===== config.mk =====
export PLATFORM = sky130hd
export DESIGN_NAME = j_result_signature
export DESIGN_NICKNAME = d
export VERILOG_FILES = /design/src/rtl/j_power_pkg.sv /design/src/rtl/j_misr.sv /design/src/rtl/j_result_signature.sv
export SDC_FILE = /design/constraint.sdc
export NUM_CORES = 1
export LEC_CHECK = 0
export ABC_AREA = 1
export BUFFER_PORTS_ARGS = -buffer_cell sky130_fd_sc_hd__clkbuf_2
export CORE_MARGIN = 2
export CORE_UTILIZATION = 50
export DETAILED_ROUTE_END_ITERATION = 10
export PLACE_DENSITY_LB_ADDON = 0.1
export SLEW_MARGIN = 15
export SYNTH_ARGS = -nofsm -noshare
export SYNTH_HDL_FRONTEND = slang
export SYNTH_SLANG_ARGS = --single-unit

===== constraint.sdc =====
create_clock -name clk -period 4.93 [get_ports clk]
set_input_delay 0.7395 -clock clk [delete_from_list [all_inputs] [get_ports clk]]
set_output_delay 0.7395 -clock clk [all_outputs]
set_load 0.01 [all_outputs]

===== src/rtl/j_power_pkg.sv =====
// Shared types and helpers for the max-power
// stress harness receive-side checker.
package j_power_pkg;

  typedef enum logic [1:0] {
    IDLE,
    WARMUP,
    COLLECT,
    DONE
  } sig_state_t;

  localparam logic [31:0] DEFAULT_POLY = 32'h04C11DB7;

  // Phase counter counts down from (len-1), so
  // $clog2(len) bits suffice; never narrower than 1.
  function automatic int phase_width(
    input int warm,
    input int win
  );
    int m;
    m = (warm > win) ? warm : win;
    return (m < 2) ? 1 : $clog2(m);
  endfunction

endpackage


===== src/rtl/j_misr.sv =====
// Single-input MISR: shift left, poly feedback
// from the MSB, data bit folded into the LSB.
module j_misr
  import j_power_pkg::*;
#(
  parameter int SIG_WIDTH = 32,
  parameter logic [SIG_WIDTH-1:0] POLY =
    DEFAULT_POLY[SIG_WIDTH-1:0],
  parameter logic [SIG_WIDTH-1:0] SEED = '1
) (
  input  logic                 clk,
  input  logic                 reset,
  input  logic                 load,
  input  logic                 shift_en,
  input  logic                 din,
  output logic [SIG_WIDTH-1:0] sig
);

  logic [SIG_WIDTH-1:0] fb;
  logic [SIG_WIDTH-1:0] step;

  assign fb   = sig[SIG_WIDTH-1] ? POLY : '0;
  assign step = {sig[SIG_WIDTH-2:0], 1'b0}
              ^ fb
              ^ {{(SIG_WIDTH-1){1'b0}}, din};

  always_ff @(posedge clk or negedge reset) begin
    if (!reset) begin
      sig <= SEED;
    end else if (load) begin
      sig <= SEED;
    end else if (shift_en) begin
      sig <= step;
    end
  end

endmodule


===== src/rtl/j_result_signature.sv =====
// Compacts the wrapper result stream into a MISR
// signature over a fixed window, with activity counts.
module j_result_signature
  import j_power_pkg::*;
#(
  parameter int SIG_WIDTH = 32,
  parameter logic [SIG_WIDTH-1:0] POLY =
    DEFAULT_POLY[SIG_WIDTH-1:0],
  parameter logic [SIG_WIDTH-1:0] SEED = '1,
  parameter int WARMUP_CYCLES = 2,
  parameter int WINDOW_CYCLES = 4096,
  parameter int CNT_WIDTH = 16
) (
  input  logic                 clk,
  input  logic                 reset,
  input  logic                 start,
  input  logic                 result_xor,
  input  logic                 result_en_xor,
  input  logic [SIG_WIDTH-1:0] expected_sig,
  output logic [SIG_WIDTH-1:0] signature,
  output logic [CNT_WIDTH-1:0] en_count,
  output logic [CNT_WIDTH-1:0] toggle_count,
  output logic                 busy,
  output logic                 done,
  output logic                 match
);

  localparam int PW =
    phase_width(WARMUP_CYCLES, WINDOW_CYCLES);
  localparam logic [PW-1:0] WARM_LAST =
    PW'((WARMUP_CYCLES > 0) ? WARMUP_CYCLES - 1 : 0);
  localparam logic [PW-1:0] WIN_LAST =
    PW'(WINDOW_CYCLES - 1);

  sig_state_t           state;
  logic [PW-1:0]        phase;
  logic                 prev_xor;
  logic                 first;
  logic                 match_q;
  logic                 start_ok;
  logic                 sample;
  logic [SIG_WIDTH-1:0] sig_step;
  logic [SIG_WIDTH-1:0] sig_next;

  assign start_ok = start
                  && (state == IDLE || state == DONE);
  assign sample   = (state == COLLECT);

  j_misr #(
    .SIG_WIDTH(SIG_WIDTH),
    .POLY     (POLY),
    .SEED     (SEED)
  ) u_misr (
    .clk     (clk),
    .reset   (reset),
    .load    (start_ok),
    .shift_en(sample && result_en_xor),
    .din     (result_xor),
    .sig     (signature)
  );

  // Mirror of the MISR step so match sees the final sample.
  assign sig_step = {signature[SIG_WIDTH-2:0], 1'b0}
                  ^ (signature[SIG_WIDTH-1] ? POLY : '0)
                  ^ {{(SIG_WIDTH-1){1'b0}}, result_xor};
  assign sig_next = result_en_xor ? sig_step : signature;

  always_ff @(posedge clk or negedge reset) begin
    if (!reset) begin
      state        <= IDLE;
      phase        <= '0;
      prev_xor     <= 1'b0;
      first        <= 1'b0;
      en_count     <= '0;
      toggle_count <= '0;
      match_q      <= 1'b0;
    end else begin
      unique case (state)
        IDLE, DONE: begin
          if (start) begin
            en_count     <= '0;
            toggle_count <= '0;
            match_q      <= 1'b0;
            first        <= 1'b1;
            if (WARMUP_CYCLES == 0) begin
              state <= COLLECT;
              phase <= WIN_LAST;
            end else begin
              state <= WARMUP;
              phase <= WARM_LAST;
            end
          end
        end
        WARMUP: begin
          if (phase == '0) begin
            state <= COLLECT;
            phase <= WIN_LAST;
          end else begin
            phase <= phase - 1'b1;
          end
        end
        COLLECT: begin
          if (result_en_xor && en_count != '1)
            en_count <= en_count + 1'b1;
          if (!first && result_xor != prev_xor
              && toggle_count != '1)
            toggle_count <= toggle_count + 1'b1;
          prev_xor <= result_xor;
          first    <= 1'b0;
          if (phase == '0) begin
            state   <= DONE;
            match_q <= (sig_next == expected_sig);
          end else begin
            phase <= phase - 1'b1;
          end
        end
        default: state <= IDLE;
      endcase
    end
  end

  assign busy  = (state == WARMUP) || (state == COLLECT);
  assign done  = (state == DONE);
  assign match = match_q;

endmodule


; ---- After elaboration in Yosys (flattened, before gate mapping)
; Cells that the tools add are included.
[totals]
reg_bits = 81
in_bits = 37
output_inout_bits = 67
elab_cells = 67
[op_classes]
addsub = 3
n_eq_ne = 13
mux = 22
bitwise = 2
reduce_logical = 19
[ops]
columns = cell, n
row1 = $mux W32, 3
row2 = $pmux W16 S2, 2
row3 = $mux W16, 3
row4 = $mux W12, 3
row5 = $pmux W12 S3, 1
row6 = $add A16 B1 Y16 const B, 2
row7 = $eq A32 B32 Y1, 1
row8 = $ne A16 B16 Y1 const B, 2
row9 = $xor A32 B1 Y32, 1
row10 = $xor A32 B27 Y32, 1
row11 = $mux W27, 1
row12 = $logic_not A12 Y1, 1
row13 = $reduce_and A3 Y1, 4
row14 = $sub A12 B1 Y12 const B, 1
row15 = $mux W2, 3
row16 = $ne A2 B1 Y1 const B, 3
row17 = $ne A2 B2 Y1 const B, 3
row18 = $pmux W2 S3, 1
row19 = $logic_and A1 B1 Y1, 5
row20 = $eq A2 B2 Y1 const B, 2
row21 = $pmux W1 S2, 2
row22 = $reduce_and A2 Y1, 2
row23 = $reduce_bool A2 Y1, 2
row24 = $mux W1, 3
row25 = 6 further kinds, 7

; ---- Depth between registers and ports, before layout
[logic_depth]
depth_word = 7
ltp_mapped = 14
mapped_depth_nobuf = 13

; ---- By module
; From an unflattened synthesis, not the netlist that was laid out.
[unflattened]
hier_cells = 867
hier_area_um2 = 5773.0
[by_module_without_submodules]
columns = mod, instances, cells_per_inst, area_each_um2, seq_area_each_um2
row1 = j_result_signature, 1, 690, 4250.3, 1226.2
row2 = j_misr, 1, 177, 1522.7, 840.8

; ---- Least setup slack after synthesis
; OpenSTA, ideal clock, no wires.
[synth_path]
path_type = flip-flop to flip-flop
startpoint = register state[0]
endpoint = register en_count[2]
setup_time_ns = 0.095
arrival_ns = 1.800
t_required_ns = 4.835
path_slack_ns = 3.034
stages_incl_launch_ff = 13
n_path_buf = 1
period_less_slack_ns = 1.896
path_cell_list = dfrtp_1 > inv_1 > ha_1 > inv_2 > or2_1 > nand2_2 > nor2_1 > nand2_1 > nand2_1 > inv_2 > buf_6 > nand2_1 > o31ai_1
[synth_via]
elab_chain_len = 4
word_cells_on_any_way = 9
cone_classes = 4 x eq/ne / 1 x mux / 4 x reduce/logical
[synth_rtl]
columns = item, line_no
row1 = start: declaration, j_result_signature.sv:35  ; sig_state_t state;
row2 = start signal: assignment, j_result_signature.sv:70  ; state <= IDLE;
row3 = start signal: assignment, j_result_signature.sv:86  ; state <= COLLECT;
row4 = start signal: assignment, j_result_signature.sv:89  ; state <= WARMUP;
row5 = $eq A2 B2 Y1 or $logic_not A2 Y1 (tied branches), j_result_signature.sv:78  ; unique case (state)
row6 = $reduce_or A2 Y1, j_result_signature.sv:78
row7 = $ne A2 B2 Y1 (no line) or $reduce_bool A2 Y1 (tied branches), --
row8 = $reduce_and A3 Y1 (no line), --
row9 = end signal: assignment, j_result_signature.sv:104  ; en_count <= en_count + 1'b1;
row10 = end: declaration, j_result_signature.sv:21  ; output logic [CNT_WIDTH-1:0] en_count,
; Several ways; a longest one is shown, not always the timed one.
; A chain may end at the register's enable or synchronous reset.

; ---- Worst setup path after layout
[layout_path]
startpoint = register state[0]
endpoint = register u_misr.sig[24]
[layout_via]
elab_chain_len = 4
word_cells_on_any_way = 8
cone_classes = 2 x eq/ne / 1 x mux / 5 x reduce/logical
[layout_rtl]
columns = item, line_no
row1 = $eq A2 B2 Y1 or $logic_not A2 Y1 (tied branches), j_result_signature.sv:46  ; && (state == IDLE || state == DONE);
row2 = $logic_or A1 B1 Y1, j_result_signature.sv:46
row3 = $logic_and A1 B1 Y1, j_result_signature.sv:46
row4 = $mux W32 or $reduce_bool A2 Y1 (tied branches), --
row5 = end signal: assignment, j_misr.sv:33  ; sig <= step;
row6 = end: declaration, j_misr.sv:16  ; output logic [SIG_WIDTH-1:0] sig
; Several ways; a longest one is shown, not always the timed one.

==> results.cfg <==
[outcome]
status = finished clean

[synthesis]
synth_area_per_cell_um2 = 6.87
synth_cell_type_count = 37
yosysSeqAreaShare_pct = 37.6
syn_inst = 799
synth_fp_nets = 844
synth-seq-cells = 81
syn_area_um2 = 5490
ys_warn_count = 0

[setup_path]
cp_top_family = simple AND/OR/NAND/NOR gates
crit_path_frequent_cell = nand2_1
cp_max_fo = 19
critical_path_class = flip-flop to flip-flop
critical_path_arrival_ns = 3.27
required_ns = 5.20
crit_buf_inv = 2
startpoint_type = flip-flop
max_stage_delay_ns = 0.63
cpMaxStageDelayCell = ha_1
crit_chain = inv_1 -> ha_1 -> nand2_1 -> nand2_1 -> clkinv_1 -> a22oi_1
endpoint_kind = flip-flop

[worst_hold_path]
hold_class = flip-flop to flip-flop

[placement]
gp_routability_congestion = 0.918
numPortBuffers = 103
placed_area_um2 = 6100
dp_hpwl_um = 10500

[floorplan]
die_x_um = 109
io_pins = 104
core_area_um2 = 10800
die-area_um2 = 11800
placementRows = 38
fp.dieH_um = 109
start_util_pct = 50.9

[clock_network]
cts_buffers = 9
clockBufferDepth = 2
cts_tree = yes
cts_max_level = 3
cts-root-buf = clkbuf_8
post_cts_buffers = 0
numClockSinks = 81
clkTransAtPathRegs_ns = 0.09
clk_latency_ns = 0.36
hold_buffers = 0
cts_resized = 0

[sta]
slew_headroom_pct = 31.6
clock.fmax_mhz = 334
tns_ns = 0
tightest_slew_ns = 1.03
fin_crit_sh_pct = 60.7
hold_viol_final = 0
period_needed_ns = 2.99
skew_ns = 0.0114
finalMaxSlewViolations = 0
rsz0062_at_grt = no
setup_viol = 0

[route]
drt_wl_total_um = 14400
wl_per_cell_um = 13.8
vias = 5456
drc = 0
drt_first_pass_iters = 5
drtIter0Drc = 353
avgViaCountPerCell = 5.24
antenna_left = 0

[grt]
grt_pass1_wl_um = 23900
first_global_vias = 5087
grt_overflow = 0
grt_antenna_before_repair = 0
grt_max_degree = 82
grt_use_total_pct = 25.5

[final_layout]
area_delta_synth_final_pct = 14.9
diodes = 0
fin_util_pct = 58.5
final_nets = 941
drive_gt1_share_pct = 20.0
fin_area_um2 = 6310

[pwr]
p_leak_nw = 3.42
pwr-share-comb_pct = 48.7
pwr-share-seq_pct = 33.8
switchingPower_mw = 1.40
ir_drop_mv = 0.225
swShare_pct = 46.3
p_per_area_nw_per_um2 = 481
p_clk_share_pct = 17.5
p_int_mw = 1.63

[job]
drv_cap = 0
per-stage QoR:
step | hold slack [ns] | setup slack (ns) | power (mW) | std cells
global placement | 0.457 | 2.01 | 2.46 | 1025
finish | 0.502 | 1.94 | 3.03 | 1041
floorplan | 0.443 | 3.03 | 2.12 | 799
detailed placement | 0.484 | 2.03 | 2.50 | 1025
CTS | 0.504 | 1.99 | 3.04 | 1041
global route | 0.528 | 1.71 | 3.32 | 1041
routing by layer:
layer,vias up,track usage (%),part of all wire [%]
met2,182,41.7,48
met4,0,9.16,2.0
met1,2518,34.5,44
li1,2732,-,-
met5,-,0,0
met3,24,3.71,5.7
state kept, by name (all words and copies together) (netlist names):
| name | count |
|---|---|
| u_misr.sig | 32 |
| match | 1 |
| en_count | 16 |
| prev_xor | 1 |
| phase | 12 |
| first | 1 |
| state | 2 |
| toggle_count | 16 |
final cells by class:
class,instances,area [um^2]
fill,1061,4480
multi-input combinational,589,2910
clock buffer,11,131
inverter,109,410
clock inverter,5,80.1
tap,140,175
sequential,81,2070
timing repair buffer,106,541
power by group through the flow:
| stage | clock [mW] | sequential, mW | combinational (mW) |
|---|---|---|---|
| floorplan | 0 | 1.04 | 1.08 |
| global placement | 0 | 1.03 | 1.44 |
| detailed placement | 0 | 1.03 | 1.47 |
| CTS | 0.541 | 1.02 | 1.48 |
| global route | 0.580 | 1.05 | 1.69 |
| finish | 0.532 | 1.02 | 1.48 |
layout by cell type (no fill, tap or decap), drive strengths merged:
cell and n:
clkinvlp 2, o22ai 4, nor3b 1, nand2 283, or2 4, buf 4
nand3b 10, xor2 25, o211ai 2, clkbuf 113, clkinv 6, xnor2 9
o31ai 6, nor2 67, a31o 1, a22oi 19, dfstp 32, nand3 65
bufinv 2, dfrtp 49, nor3 12, a21oi 12, ha 8, inv 104
a31oi 10, nand4 8, o21ai 43
final timing paths:
kind                                           start                     endpoint  slack, ns  cells past startpoint
worst max-delay path            state[0]$_DFFE_PN0P_   u_misr.sig[24]$_DFFE_PN1P_       1.94                      6
worst min-delay path               first$_DFFE_PN0P_            first$_DFFE_PN0P_       0.50                      2
worst max register to register  state[0]$_DFFE_PN0P_   u_misr.sig[24]$_DFFE_PN1P_       1.94                      6
worst min register to register     first$_DFFE_PN0P_            first$_DFFE_PN0P_       0.50                      2
max in group asynchronous                      reset         phase[6]$_DFFE_PN0P_       3.73                      1
min in group asynchronous                      reset  toggle_count[8]$_DFFE_PN0P_       0.56                      1
worst reg2reg max path, stage by stage, from the launching register on:
cell      delay (ns)
dfrtp_1         0.43
inv_1           0.08
ha_1            0.63
nand2_1         0.31
nand2_1         0.46
clkinv_1        0.64
a22oi_1         0.36
Yosys cell counts (all sizes together):
cell type | n | area (um^2)
a31oi | 10 | 62.6
nor2 | 67 | 267
nor3b | 1 | 7.51
nand2 | 283 | 1080
xnor2 | 9 | 78.8
dfstp | 32 | 841
nand3b | 10 | 75.1
dfrtp | 49 | 1230
clkinv | 5 | 20.0
buf | 13 | 82.6
a22oi | 19 | 143
o22ai | 4 | 25.0
nand3 | 65 | 330
clkbuf | 7 | 26.3
xor2 | 25 | 219
o21ai | 43 | 245
inv | 104 | 390
o211ai | 2 | 15.0
a31o | 1 | 8.76
a21oi | 12 | 60.1
nor3 | 12 | 65.1
nand4 | 8 | 50.1
ha | 8 | 100
o31ai | 6 | 45.0
or2 | 4 | 25.0
cells by family (layout without fill, tap and decap cells):
logic type / after synthesis / count (layout) / synth area share [%]
AO/OA/AOI/OAI: 97 / 97 / 11.0
XOR/XNOR: 34 / 34 / 5.42
AND/OR/NAND/NOR: 450 / 450 / 34.7
flip-flops: 81 / 81 / 37.6
buffers and inverters: 129 / 231 / 9.45
adder cells (fa/ha/maj): 8 / 8 / 1.82
(Power assumes the default switching activity.)
